--- src/rtl/error_report_arbiter.sv ---
// error_report_arbiter: round-robin arbiter that shares the error FIFO write
// port among NREQ sources. Each source has a one-entry holding register and
// backpressure flag. Records that arrive while a source is busy are dropped
// and counted as lost.
module error_report_arbiter #(
  parameter int NREQ = 4,
  parameter int DW   = 64,
  parameter int CW   = 8
) (
  input  logic               CLK,
  input  logic               RESET,
  input  logic [NREQ-1:0]    STB,
  input  logic [NREQ*DW-1:0] ECD,
  output logic [NREQ-1:0]    BUSY,
  input  logic               WREADY,
  output logic               WSTB,
  output logic [DW-1:0]      WDATA,
  output logic [2:0]         WSRC,
  output logic [NREQ-1:0]    LOST,
  output logic [CW-1:0]      LOSTCNT,
  input  logic               LOSTCLR
);

  logic [NREQ-1:0]         pend;
  logic [NREQ-1:0][DW-1:0] hold;
  logic [2:0]              last;
  logic [NREQ-1:0]         gnt;
  logic [2:0]              gidx;
  logic [NREQ-1:0]         drop;
  logic [3:0]              ndrop;
  logic [CW+3:0]           cnt_sum;

  // Round-robin search: first pending source after the last one issued.
  always_comb begin
    gnt  = '0;
    gidx = '0;
    if (WREADY && |pend) begin
      for (int k = NREQ; k >= 1; k--) begin
        // iterate backwards so the closest candidate (smallest k) wins
        if (pend[(int'(last) + k) % NREQ]) begin
          gidx = 3'((int'(last) + k) % NREQ);
        end
      end
      gnt[gidx] = 1'b1;
    end
  end

  // A granted source frees its slot this cycle, so a same-cycle strobe is taken.
  assign BUSY = pend & ~gnt;
  assign drop = STB & BUSY;

  // Number of records dropped this cycle, widened for a saturating add.
  always_comb begin
    ndrop = '0;
    for (int i = 0; i < NREQ; i++) ndrop = ndrop + 4'(drop[i]);
    cnt_sum = (CW+4)'(LOSTCNT) + (CW+4)'(ndrop);
  end

  // Per-source capture: an issue clears PEND, a fresh accepted strobe sets it again.
  always_ff @(posedge CLK) begin
    if (RESET) begin
      pend <= '0;
      hold <= '0;
    end else begin
      for (int i = 0; i < NREQ; i++) begin
        if (STB[i] && !BUSY[i]) begin
          hold[i] <= ECD[i*DW +: DW];
          pend[i] <= 1'b1;
        end else if (gnt[i]) begin
          pend[i] <= 1'b0;
        end
      end
    end
  end

  // Issue the granted record to the FIFO; outputs hold their value when idle.
  always_ff @(posedge CLK) begin
    if (RESET) begin
      WSTB  <= 1'b0;
      WDATA <= '0;
      WSRC  <= '0;
      last  <= 3'(NREQ-1);
    end else if (|gnt) begin
      WSTB  <= 1'b1;
      WDATA <= hold[gidx];
      WSRC  <= gidx;
      last  <= gidx;
    end else begin
      WSTB  <= 1'b0;
    end
  end

  // Lost-record bookkeeping; a clear wins over any same-cycle drop.
  always_ff @(posedge CLK) begin
    if (RESET || LOSTCLR) begin
      LOST    <= '0;
      LOSTCNT <= '0;
    end else begin
      LOST <= LOST | drop;
      if (cnt_sum > (CW+4)'({CW{1'b1}})) LOSTCNT <= {CW{1'b1}};
      else                               LOSTCNT <= cnt_sum[CW-1:0];
    end
  end

endmodule

--- config.mk ---
export PLATFORM = sky130hd
export DESIGN_NAME = error_report_arbiter
export DESIGN_NICKNAME = d
export VERILOG_FILES = /design/src/rtl/error_report_arbiter.sv
export SDC_FILE = /design/constraint.sdc
export NUM_CORES = 1
export LEC_CHECK = 0
export ABC_CLOCK_PERIOD_IN_PS = 6100
export BUFFER_PORTS_ARGS = -buffer_cell sky130_fd_sc_hd__buf_2
export CAP_MARGIN = 10
export CELL_PAD_IN_SITES_DETAIL_PLACEMENT = 0
export CELL_PAD_IN_SITES_GLOBAL_PLACEMENT = 1
export CORE_ASPECT_RATIO = 0.7
export CORE_UTILIZATION = 47
export CTS_BUF_LIST = sky130_fd_sc_hd__clkbuf_2 sky130_fd_sc_hd__clkbuf_4 sky130_fd_sc_hd__clkbuf_8
export CTS_CLUSTER_DIAMETER = 200
export CTS_CLUSTER_SIZE = 28
export DETAILED_ROUTE_END_ITERATION = 12
export PLACE_DENSITY_LB_ADDON = 0.1
export SYNTH_ARGS = -nofsm -noshare
export SYNTH_HDL_FRONTEND = slang
export SYNTH_SLANG_ARGS = --single-unit
--- constraint.sdc ---
create_clock -name CLK -period 6.1 [get_ports CLK]
set_clock_uncertainty 0.05 [all_clocks]
set_input_delay 0.305 -clock CLK [delete_from_list [all_inputs] [get_ports CLK]]
set_output_delay 0.305 -clock CLK [all_outputs]
set_load 0.03 [all_outputs]
======== After elaboration in Yosys (flattened, before gate mapping) ========
Index checks and enable logic that the tools add are counted.
storage, ports and cells
  input bits .............................. 264
  logic and storage cells ................. 92
  register bits ........................... 342
cells by class
  add/subtract/negate cells ............... 8
  $lt $le $gt $ge ......................... 8
  reductions and logical operators ........ 21
  multiplexer cells ....................... 33
  bitwise gates (word level) .............. 8
operators by type and width
  cell                 count
  $bmux 64 s2          1
  $mux 64              1
  $mux 1               18
  $mux 3               6
  $lt 3x4->1 const B   4
  $add 8x4->9          1
  $gt 9x8->1 const B   1
  $and 4x4->4          2
  $bmux 1 s2           4
  $mux 8               1
  $reduce_bool 2->1    4
  $reduce_or 2->1      4
  $reduce_or 4->1      2
  $logic_and 1x1->1    6
  $lt 3x3->1 const B   2
  $add 2x1->2 const B  2
  $add 2x2->2 const B  2
  $add 3x1->4          1
  $and 1x1->1 const A  4
  $logic_not 1->1      4
  $mux 4               1
  $not 4->4            1
  $or 4x4->4           1
  $add 2x1->3          1
  4 further kinds      4

======== Logic depth before layout (Yosys ltp) ========
Gate-level depths: netlist (run 1).
  word-level depth ........................ 25
  gate-level depth with buffers ........... 15
  depth with buffers taken out ............ 13

======== Least setup slack after synthesis (run 1) ========
OpenSTA, ideal clock, no wires.
  path kind ............................... flip-flop to flip-flop
  from .................................... register pend[3]
  to ...................................... register LOSTCNT[0]
  arrival time ............................ 3.315 ns
  stages on the path, launching flop included .. 14
  setup time .............................. 0.071 ns
  setup slack ............................. 2.664 ns
  cell sequence ........................... dfxtp_1 -> buf_6 -> nor2b_4 -> o21a_1 -> or3_1 -> o211ai_1 -> fa_1 -> fa_1 -> inv_1 -> fa_1 -> and3_1 -> and3_1 -> nand3_1 -> a21oi_1
between the ends
  longest elaborated chain between the ends .. 22
  elaborated cells on any way between the ends .. 34
RTL lines
  item                                                            RTL line  RTL
  from (decl)                                                     24        logic [NREQ-1:0] pend;
  from (signal assigned)                                          62        pend <= '0;
  from (signal, indexed assignment)                               68        pend[i] <= 1'b1;
  from (signal, indexed assignment)                               70        pend[i] <= 1'b0;
  $bmux 1 s2                                                      40        if (pend[(int'(last) + k) % NREQ]) begin
  $mux 1 (implied by the code) (2 in series)                      40
  $mux 3 (4 in series)                                            40
  $mux 3                                                          37        if (WREADY && |pend) begin
  $ge 3x1->1 (implied by the code) or $lt 3x3->1 (tied branches)  44        gnt[gidx] = 1'b1;
  $logic_and 1x1->1 (implied by the code)                         44
  $mux 1 (implied by the code)                                    44
  $demux 1 s2                                                     44
  (+2 left out)                                                   n/a
  $and 4x4->4 *                                                   49        assign BUSY = pend & ~gnt;
  $and 4x4->4 *                                                   50        assign drop = STB & BUSY;
  $add 1x1->2                                                     55        for (int i = 0; i < NREQ; i++) ndrop = ndrop + 4'(drop[i]);
  $add 2x1->3                                                     55
  $add 3x1->4 *                                                   55
  $add 8x4->9 *                                                   56        cnt_sum = (CW+4)'(LOSTCNT) + (CW+4)'(ndrop);
  $gt 9x8->1                                                      100       if (cnt_sum > (CW+4)'({CW{1'b1}})) LOSTCNT <= {CW{1'b1}};
  $mux 8 *                                                        100
  to (signal assigned)                                            100
  to (signal assigned)                                            101       else LOSTCNT <= cnt_sum[CW-1:0];
  to (decl)                                                       20        output logic [CW-1:0] LOSTCNT,
Every way passes the cells marked *; elsewhere a longest branch is shown, timed or not. The select of a mux whose other input is x is not followed.
A chain may end at the register's enable or synchronous reset.

======== Final worst setup path (run 1) ========
  from .................................... register pend[3]
  to ...................................... register LOSTCNT[4]
The elaborated chain is that of the path after synthesis.

==> flow_summary_export.csv, run 1 <==
group,metric,value,unit
status,status,"completed",
job,drv_cap,0,
clock_tree,h-tree-depth,1,
cells_and_area,fin_nets,2371,
logic_synthesis,async_reset_ff_frac,0,
route,wl_per_cell,17.8,um
route,ant_nets,0,
min_path,hold_path_end,"WSTB",
global_routing,grt_pass1_vias,13000,
global_routing,grt_pass1_wl,69900,um
place,gp_congestion,0.801,
logic_synthesis,ys_ff_latch,341,
logic_synthesis,synthAdderAreaFrac,0.00441,
worst_setup_path,critPathArrivalTime,5.08,ns
cells_and_area,area_growth,28.0,%
logic_synthesis,syn-num-nets,1864,
clock_tree,cts_buffers,16,
place,place_inst,2289,
logic_synthesis,netlist_instances,1596,
sta,hold_violations,0,
route,routed_wl,45700,um
sta,relSlewSlack,0.271,
min_path,hold_path_depth,3,
clock_tree,postCtsSetupBuffers,0,
clock_tree,worstSkewPairLatency,0.59,ns
worst_setup_path,critPathLaunchType,"flop",
sta,layout_min_cycle_time,4.61,ns
cells_and_area,multi_input_area,0.00887,mm^2
logic_synthesis,synth_top_family_by_area,"multiplexers",
logic_synthesis,syn_avg_cell_area,10.3,um^2
die,die_area,0.0358,mm^2
clock_tree,cts_tree,"yes",
global_routing,grt_antenna_before_repair,0,
die,rows,56,
worst_setup_path,end_kind,"flop",
clock_tree,numClockSinks,341,
die,start_util,0.485,
pwr,irDropWorstVdd,0.132,mV
global_routing,grt_max_degree,252,
pwr,p_total,4.67,mW
die,io_pins,348,
clock_tree,postCtsHoldBufs,260,
cells_and_area,seq_area,0.00683,mm^2
worst_setup_path,crit_required,6.57,ns
sta,rsz0062_at_grt,"false",
clock_tree,clock_path_buffers,3,
pwr,power_density,222,mW/mm^2
logic_synthesis,synth-xor-area-share,0.00213,
worst_setup_path,worst-path-buf-inv,2,
worst_setup_path,cp_top_family,"compound AO/OA/AOI/OAI gates",
logic_synthesis,synth_area,0.0165,mm^2
cells_and_area,design_area,0.0211,mm^2
clock_tree,clk_pin_slew_worst_paths,0.16,ns
sta,finalSetupTns,0,ns
worst_setup_path,rr_startpoint,"pend[3]",
logic_synthesis,ys_warn_count,0,
cells_and_area,drive_gt1_frac,0.198,
worst_setup_path,crit_type,"reg2reg",
place,dpl-instance-area,0.0182,mm^2
cells_and_area,nFillCells,2826,
worst_setup_path,worst_path_most_repeated_cell,"fa_1",
global_routing,overflow,0,
die,die_w,226,um
min_path,hold_class,"in2reg",
worst_setup_path,path_max_fanout,40,
worst_setup_path,r2r_slack,1.49,ns
die,fp.dieH,159,um
pwr,p_leak,9.35,nW
place,io_buffers,346,
clock_tree,cts_resized,0,
worst_setup_path,max_stage_delay,0.80,ns
sta,drv_slew,0,
sta,worst_slew_pin_slew,1.09,ns
logic_synthesis,synth_compound_area_frac,0.0866,
sta,setup_viol,0,
logic_synthesis,yosys.area_share.simple,0.208,
sta,clock.fmax,217,MHz
route,dr.pass1.iters,4,
worst_setup_path,rr_worst_depth,12,
logic_synthesis,seq_area_frac_synth,0.414,
sta,post-route-period-util,0.756,
worst_setup_path,cp_slowest_cell,"o41a_2",
cells_and_area,antennaDiodeCount,0,
worst_setup_path,path_cells,"o41a_2 > buf_4 > nand2_1 > o211ai_1 > fa_1 > fa_1 > inv_1 > fa_1 > and3_1 > and3_1 > nand3_1 > a21oi_1",
route,drtIter0Drc,628,
logic_synthesis,synth_edf_count,0,
logic_synthesis,synth_mux_area_frac,0.233,
min_path,min-delay-start,"WREADY",
place,dp_hpwl,28800,um
logic_synthesis,ys.flop_type,"dfxtp_1",
logic_synthesis,synth_cell_types,46,
clock_tree,cts_root_buffer,"clkbuf_8",
worst_setup_path,rr_endpoint,"LOSTCNT[4]",
route,viasPerCell,4.98,
route,via_count,12788,
die,core,0.0340,mm^2
global_routing,grt_usage,0.249,
route,drc,0,
cells_and_area,fin_cells,2567,
## kinds of logic after synthesis
group,count (synthesis)
adder cells (fa/ha/maj),4
multiplexers,384
XOR/XNOR,4
flip-flops,341
buffers and inverters,146
AO/OA/AOI/OAI,165
other,1
AND/OR/NAND/NOR,551
## layout by cell type (no fill, tap or decap), drive strengths merged, types with 3 or more instances in the layout
cell,count
clkbuf,17
fa,3
a221oi,64
o21ai,3
nand2b,514
nand2,7
inv,13
mux2i,384
o21bai,65
nor3,4
dlygate4sd3,260
nand3,5
buf,362
a21oi,16
o211ai,3
nor2b,3
dfxtp,341
nor2,9
## metal layers
layer | share of wire | track usage | routed length [um] | vias to the layer above
met3 | 0.037 | 0.0345 | 1690 | 55
met2 | 0.46 | 0.411 | 20900 | 260
li1 | - | - | - | 6422
met1 | 0.49 | 0.346 | 22300 | 6051
met5 | 0 | 0 | 0 | -
met4 | 0.017 | 0.0499 | 782 | 0
## registers in the layout, indices dropped and copies added (netlist names)
name,flops
LOST,4
LOSTCNT,8
WDATA,64
WSRC,2
WSTB,1
hold,256
last,2
pend,4
## power breakdown
group | switching (mW) | internal, mW
Clock | 0.698 | 0.265
Sequential | 0.112 | 2.41
Combinational | 0.627 | 0.555
## through the flow
step / utilization / setup slack [ns] / hold WS, ns
after floorplan: - / 2.66 / 0.376
after global placement: 0.536 / 1.64 / 0.401
after detailed placement: 0.536 / 1.56 / 0.400
after CTS: 0.620 / 1.53 / 0.00798
after global routing: 0.620 / 1.18 / 0.00888
final: 0.620 / 1.49 / 0.0425
## area by class of cell
cell class | count | share of cell area
Multi-Input combinational cell | 1109 | 0.421
Sequential cell | 341 | 0.324
Timing Repair Buffer | 622 | 0.213
Tap cell | 464 | 0.0275
Clock buffer | 17 | 0.0111
Inverter | 13 | 0.00231
Clock inverter | 1 | 0.00142
## how the worst max path moves through the flow
| stage | start | to | slack, ns | cells past startpoint |
|---|---|---|---|---|
| after floorplan | pend[3] | LOSTCNT[0] | 2.66 | 13 |
| after global placement | pend[3] | LOSTCNT[1] | 1.64 | 12 |
| after detailed placement | pend[3] | LOSTCNT[4] | 1.56 | 12 |
| after CTS | pend[1] | LOSTCNT[4] | 1.53 | 12 |
| after global routing | pend[3] | LOSTCNT[4] | 1.18 | 12 |
| final | pend[3] | LOSTCNT[4] | 1.49 | 12 |
## worst min-delay path, stage by stage
cell     delay (ns)
buf_2          0.13
o41ai_1        0.15
nor2_1         0.06
## Yosys cell counts, drive strengths merged (2+ instances only)
cell / instances / area [um^2]
nand3: 5 / 25.0
buf: 54 / 493
mux2i: 384 / 3840
o211ai: 3 / 22.5
xnor2: 2 / 17.5
nand2b: 514 / 3220
a21oi: 16 / 80.1
fa: 3 / 60.1
nand2: 7 / 26.3
dfxtp: 341 / 6830
or2: 2 / 12.5
o22ai: 2 / 12.5
o21a: 2 / 15.0
o21ai: 3 / 15.0
xor2: 2 / 17.5
and3: 2 / 12.5
o21bai: 65 / 488
nor3: 4 / 31.3
clkbuf: 79 / 297
o41a: 2 / 32.5
nor2: 9 / 33.8
o31ai: 2 / 15.0
inv: 13 / 48.8
nor2b: 3 / 33.8
a221oi: 64 / 686
Note: power is estimated with default switching activity, not from simulation.
==> run 2, diff against run 1 <==
- ABC_CLOCK_PERIOD_IN_PS: 6100 -> 4500
- CORE_UTILIZATION: 47 -> 44
- clock period: 6.1 -> 4.5 ns (I/O delays scaled with it)
==> flow_summary_export.csv, run 2 (synthesized netlist as in run 1, its figures left out) <==
group,metric,value,unit
cells_and_area,top_regs,"hold (256), WDATA (64), LOSTCNT (8)",
global_routing,gr-usage-met2,0.390,
worst_setup_path,critPathArrivalTime,4.51,ns
clock_tree,worstSkewPairLatency,0.60,ns
cells_and_area,multi_input_area,0.00887,mm^2
job,drv_cap,0,
worst_setup_path,rr_startpoint,"pend[1]",
die,fp.dieH,164,um
global_routing,use_met1,0.323,
min_path,hold_class,"in2reg",
route,via_count,12891,
cells_and_area,fin_nets,2378,
worst_setup_path,worstSetupEndpoint,"LOSTCNT[1]",
cells_and_area,largest_reg_flops,256,
route,wl_per_cell,17.8,um
sta,worst_slew_pin_slew,1.07,ns
sta,post-route-period-util,0.895,
clock_tree,cts_resized,0,
sta,setup_viol,0,
clock_tree,postCtsSetupBuffers,0,
cells_and_area,design_area,0.0212,mm^2
worst_setup_path,critPathLaunchType,"flop",
cells_and_area,seq_area,0.00683,mm^2
global_routing,grt_pass1_vias,13011,
global_routing,grt_usage,0.235,
global_routing,grt_pass1_wl,71300,um
global_routing,grt.busiest_layer,"met2",
route,ant_nets,0,
place,io_buffers,346,
die,core,0.0364,mm^2
route,viasPerCell,4.98,
clock_tree,h-tree-depth,1,
cells_and_area,area_growth,29.0,%
pwr,power_density,300,mW/mm^2
sta,clock.fmax,248,MHz
global_routing,overflow,0,
sta,fin_hold_ws,0.0772,ns
cells_and_area,layout_common_cells,"nand2b_1, mux2i_1, buf_2",
cells_and_area,layout.cells.most_common,"nand2b_1",
clock_tree,cts_root_buffer,"clkbuf_8",
place,dp_hpwl,28400,um
clock_tree,clk_pin_slew_worst_paths,0.16,ns
place,place_inst,2307,
die,die_w,233,um
route,dr.pass1.iters,4,
global_routing,grt_max_degree,239,
worst_setup_path,path_max_fanout,20,
sta,drv_slew,0,
worst_setup_path,rr_endpoint,"LOSTCNT[1]",
cells_and_area,drive_gt1_frac,0.198,
cells_and_area,fin_cells,2591,
sta,hold_violations,0,
route,routed_wl,46200,um
place,dpl-instance-area,0.0183,mm^2
sta,layout_min_cycle_time,4.03,ns
die,rows,58,
die,io_pins,348,
cells_and_area,nFillCells,3148,
worst_setup_path,crit_type,"reg2reg",
global_routing,met3_usage,0.0382,
clock_tree,postCtsHoldBufs,265,
pwr,irDropWorstVdd,0.212,mV
cells_and_area,regMostFlops,"hold",
die,die_area,0.0382,mm^2
die,start_util,0.453,
clock_tree,cts_tree,"yes",
status,status,"completed",
route,drtIter0Drc,676,
place,gp_congestion,0.818,
global_routing,grt_antenna_before_repair,1,
worst_setup_path,crit_required,4.98,ns
clock_tree,cts_buffers,16,
sta,relSlewSlack,0.284,
clock_tree,numClockSinks,341,
sta,rsz0062_at_grt,"false",
worst_setup_path,r2r_slack,0.47,ns
clock_tree,clock_path_buffers,3,
route,drc,0,
worst_setup_path,critPathLaunch,"pend[1]",
worst_setup_path,end_kind,"flop",
worst_setup_path,rr_worst_depth,12,
sta,finalSetupTns,0,ns
pwr,p_leak,9.42,nW
[run 2: changes by cell type in the layout (fill, tap and decap cells not counted)]
| cell | change |
|---|---|
| buf_12 | +6 |
| buf_4 | -4 |
| diode_2 | +1 |
| dlygate4sd3_1 | +5 |
[run 2: layout make-up]
type	count	share of cell area
multi-input combinational	1109	0.418
sequential	341	0.321
timing repair buffer	629	0.218
tap	480	0.0283
clock buffer	17	0.0110
inverter	13	0.00230
clock inverter	1	0.00141
antenna	1	0.000118
[run 2: worst max-delay path, stage by stage (launching register included)]
cell       delay (ns)
dfxtp_1          0.59
o41a_2           0.52
o2111ai_2        0.26
o41a_4           0.44
nand2_1          0.10
fa_1             0.45
fa_1             0.42
inv_1            0.09
fa_1             0.23
and3_1           0.20
and3_1           0.20
nand3_1          0.22
a21oi_1          0.20
[run 2: how the worst min path moves through the flow]
stage / from / end / slack [ns] / cells past startpoint
after CTS: RESET / pend[3] / 0.02 / 2
after global routing: RESET / pend[3] / 0.08 / 2
after floorplan: STB[2] / pend[2] / 0.30 / 2
final: RESET / pend[3] / 0.08 / 2
after global placement: LOST[1] / LOST[1] / 0.40 / 2
after detailed placement: WSRC[1] / WSRC[1] / 0.40 / 2
[run 2: per-stage QoR]
step / util / setup slack, ns / power [mW]
2_1_floorplan: - / 1.06 / 4.48
5_1_grt: 0.584 / 0.227 / 6.67
3_3_place_gp: 0.504 / 0.654 / 4.91
3_5_place_dp: 0.504 / 0.547 / 4.93
4_1_cts: 0.584 / 0.510 / 6.45
6_report: 0.584 / 0.471 / 6.38
[run 2: per-layer routing]
layer  wire length (um)  vias up
met5                  0        -
li1                   -     6427
met2              21400      252
met1              22000     6160
met4                832        0
met3               1980       52
[run 2: power breakdown]
group	leakage [nW]	total [mW]	internal, mW	switching [mW]
sequential	2.81	3.41	3.27	0.141
clock	0.134	1.33	0.360	0.974
combinational	6.48	1.64	0.768	0.868
total	9.42	6.38	4.40	1.98
==> run 3, diff against run 2 <==
- CORE_ASPECT_RATIO: 0.7 -> 1.5
==> flow_summary_export.csv, run 3 (synthesized netlist as in run 1, its figures left out) <==
group,metric,value,unit
status,status,"completed",
clock_tree,cts_buffers,16,
pwr,p_leak,9.39,nW
clock_tree,cts_tree,"yes",
cells_and_area,drive_gt1_frac,0.199,
global_routing,overflow,0,
route,dr.pass1.iters,4,
route,drc,0,
sta,finalSetupTns,0,ns
clock_tree,numClockSinks,341,
route,drtIter0Drc,611,
pwr,clkPwrFrac,0.207,
worst_setup_path,rr_worst_depth,12,
cells_and_area,regMostFlops,"hold",
global_routing,grt_antenna_before_repair,3,
die,die_area,0.0382,mm^2
sta,relSlewSlack,0.288,
global_routing,grt_pass1_wl,72200,um
worst_setup_path,crit_required,4.97,ns
die,rows,86,
pwr,p_total,6.35,mW
sta,worst_slew_pin_slew,1.07,ns
clock_tree,clk_pin_slew_worst_paths,0.17,ns
pwr,p_switching,1.96,mW
worst_setup_path,rr_endpoint,"LOSTCNT[1]",
die,die_w,160,um
min_path,hold_path_end,"pend[2]",
route,routed_wl,46400,um
die,start_util,0.448,
place,gp_congestion,0.764,
worst_setup_path,path_max_fanout,10,
cells_and_area,largest_reg_flops,256,
pwr,irDropWorstVdd,0.302,mV
worst_setup_path,crit_type,"reg2reg",
sta,fin_hold_ws,0.194,ns
place,dp_hpwl,28300,um
cells_and_area,utilization,0.576,
global_routing,grt_pass1_vias,13426,
cells_and_area,layout.cells.most_common,"nand2b_1",
clock_tree,worstSkewPairLatency,0.59,ns
worst_setup_path,end_kind,"flop",
worst_setup_path,r2r_slack,0.57,ns
pwr,switching_share,0.309,
clock_tree,cts_root_buffer,"clkbuf_8",
min_path,min-delay-start,"RESET",
cells_and_area,top_regs,"hold (256), WDATA (64), LOSTCNT (8)",
worst_setup_path,critPathArrivalTime,4.40,ns
global_routing,grt_usage,0.239,
pwr,seqPwrFrac,0.537,
worst_setup_path,rr_startpoint,"pend[1]",
clock_tree,h-tree-depth,1,
global_routing,grt_max_degree,217,
sta,clock.fmax,255,MHz
sta,hold_violations,0,
sta,drv_slew,0,
place,io_buffers,346,
pwr,comb_power_share,0.255,
route,viasPerCell,4.98,
sta,layout_min_cycle_time,3.93,ns
pwr,power_density,300,mW/mm^2
worst_setup_path,critPathLaunchType,"flop",
cells_and_area,area_growth,28.6,%
cells_and_area,fin_nets,2377,
route,ant_nets,0,
clock_tree,clock_path_buffers,3,
cells_and_area,nFillCells,3339,
die,fp.dieH,239,um
min_path,hold_path_depth,2,
sta,setup_viol,0,
route,via_count,12909,
die,core,0.0368,mm^2
job,drv_cap,0,
pwr,p_int,4.39,mW
route,wl_per_cell,17.9,um
clock_tree,postCtsSetupBuffers,0,
sta,rsz0062_at_grt,"false",
cells_and_area,layout_common_cells,"nand2b_1, mux2i_1, buf_2",
sta,post-route-period-util,0.872,
die,io_pins,348,
min_path,hold_class,"in2reg",
## run 3: how the worst max path moves through the flow
stage | start | endpoint | slack [ns] | cells past startpoint
floorplan | pend[3] | LOSTCNT[0] | 1.06 | 13
global placement | pend[1] | LOSTCNT[1] | 0.72 | 12
detailed placement | pend[1] | LOSTCNT[1] | 0.63 | 12
CTS | pend[1] | LOSTCNT[1] | 0.55 | 12
global route | pend[1] | LOSTCNT[2] | 0.24 | 12
finish | pend[1] | LOSTCNT[1] | 0.57 | 12
## run 3: routing by layer
metal	share of wire	global-route usage	vias to the layer above
met3	0.037	0.0293	78
met5	0.00067	0	-
met1	0.43	0.290	6126
met4	0.034	0.0918	4
met2	0.50	0.427	282
li1	-	-	6419
## run 3: power groups by stage
stage / registers (mW) / logic [mW] / clock network, mW
floorplan: 3.57 / 0.910 / 0
global placement: 3.48 / 1.44 / 0
detailed placement: 3.48 / 1.45 / 0
CTS: 3.42 / 1.63 / 1.38
global route: 3.45 / 1.74 / 1.47
finish: 3.41 / 1.62 / 1.32
## run 3: critical path, cell delays in order (launching register included)
cell	delay [ns]
dfxtp_1	0.58
or3b_2	0.54
o211ai_1	0.19
nand2_1	0.15
o211ai_1	0.29
fa_1	0.49
fa_1	0.43
inv_1	0.09
fa_1	0.23
and3_1	0.20
and3_1	0.20
nand3_1	0.20
a21oi_1	0.20
## run 3: metrics by stage
stage	std cells	worst slack (ns)	instance area, um^2
final	2594	0.574	21200
after global routing	2594	0.243	21200
after CTS	2593	0.554	21200
after detailed placement	2313	0.625	18300
after global placement	2313	0.716	18300
after floorplan	1596	1.06	16500
## run 3: layout make-up
class,count,area (um^2),area share
multi-input cells,1109,8870,0.419
flip-flops and latches,341,6830,0.322
repair buffers,628,4560,0.215
well taps,484,606,0.0286
clock buffers,17,234,0.0110
inverters,13,48.8,0.00230
clock inverters,1,30.0,0.00142
diodes,1,2.50,0.000118
## run 3: what timing repair did
item                                   CTS  global route
endpoints found under the hold margin  275             0
hold buffers                           262             0
gates resized for setup                  0             0
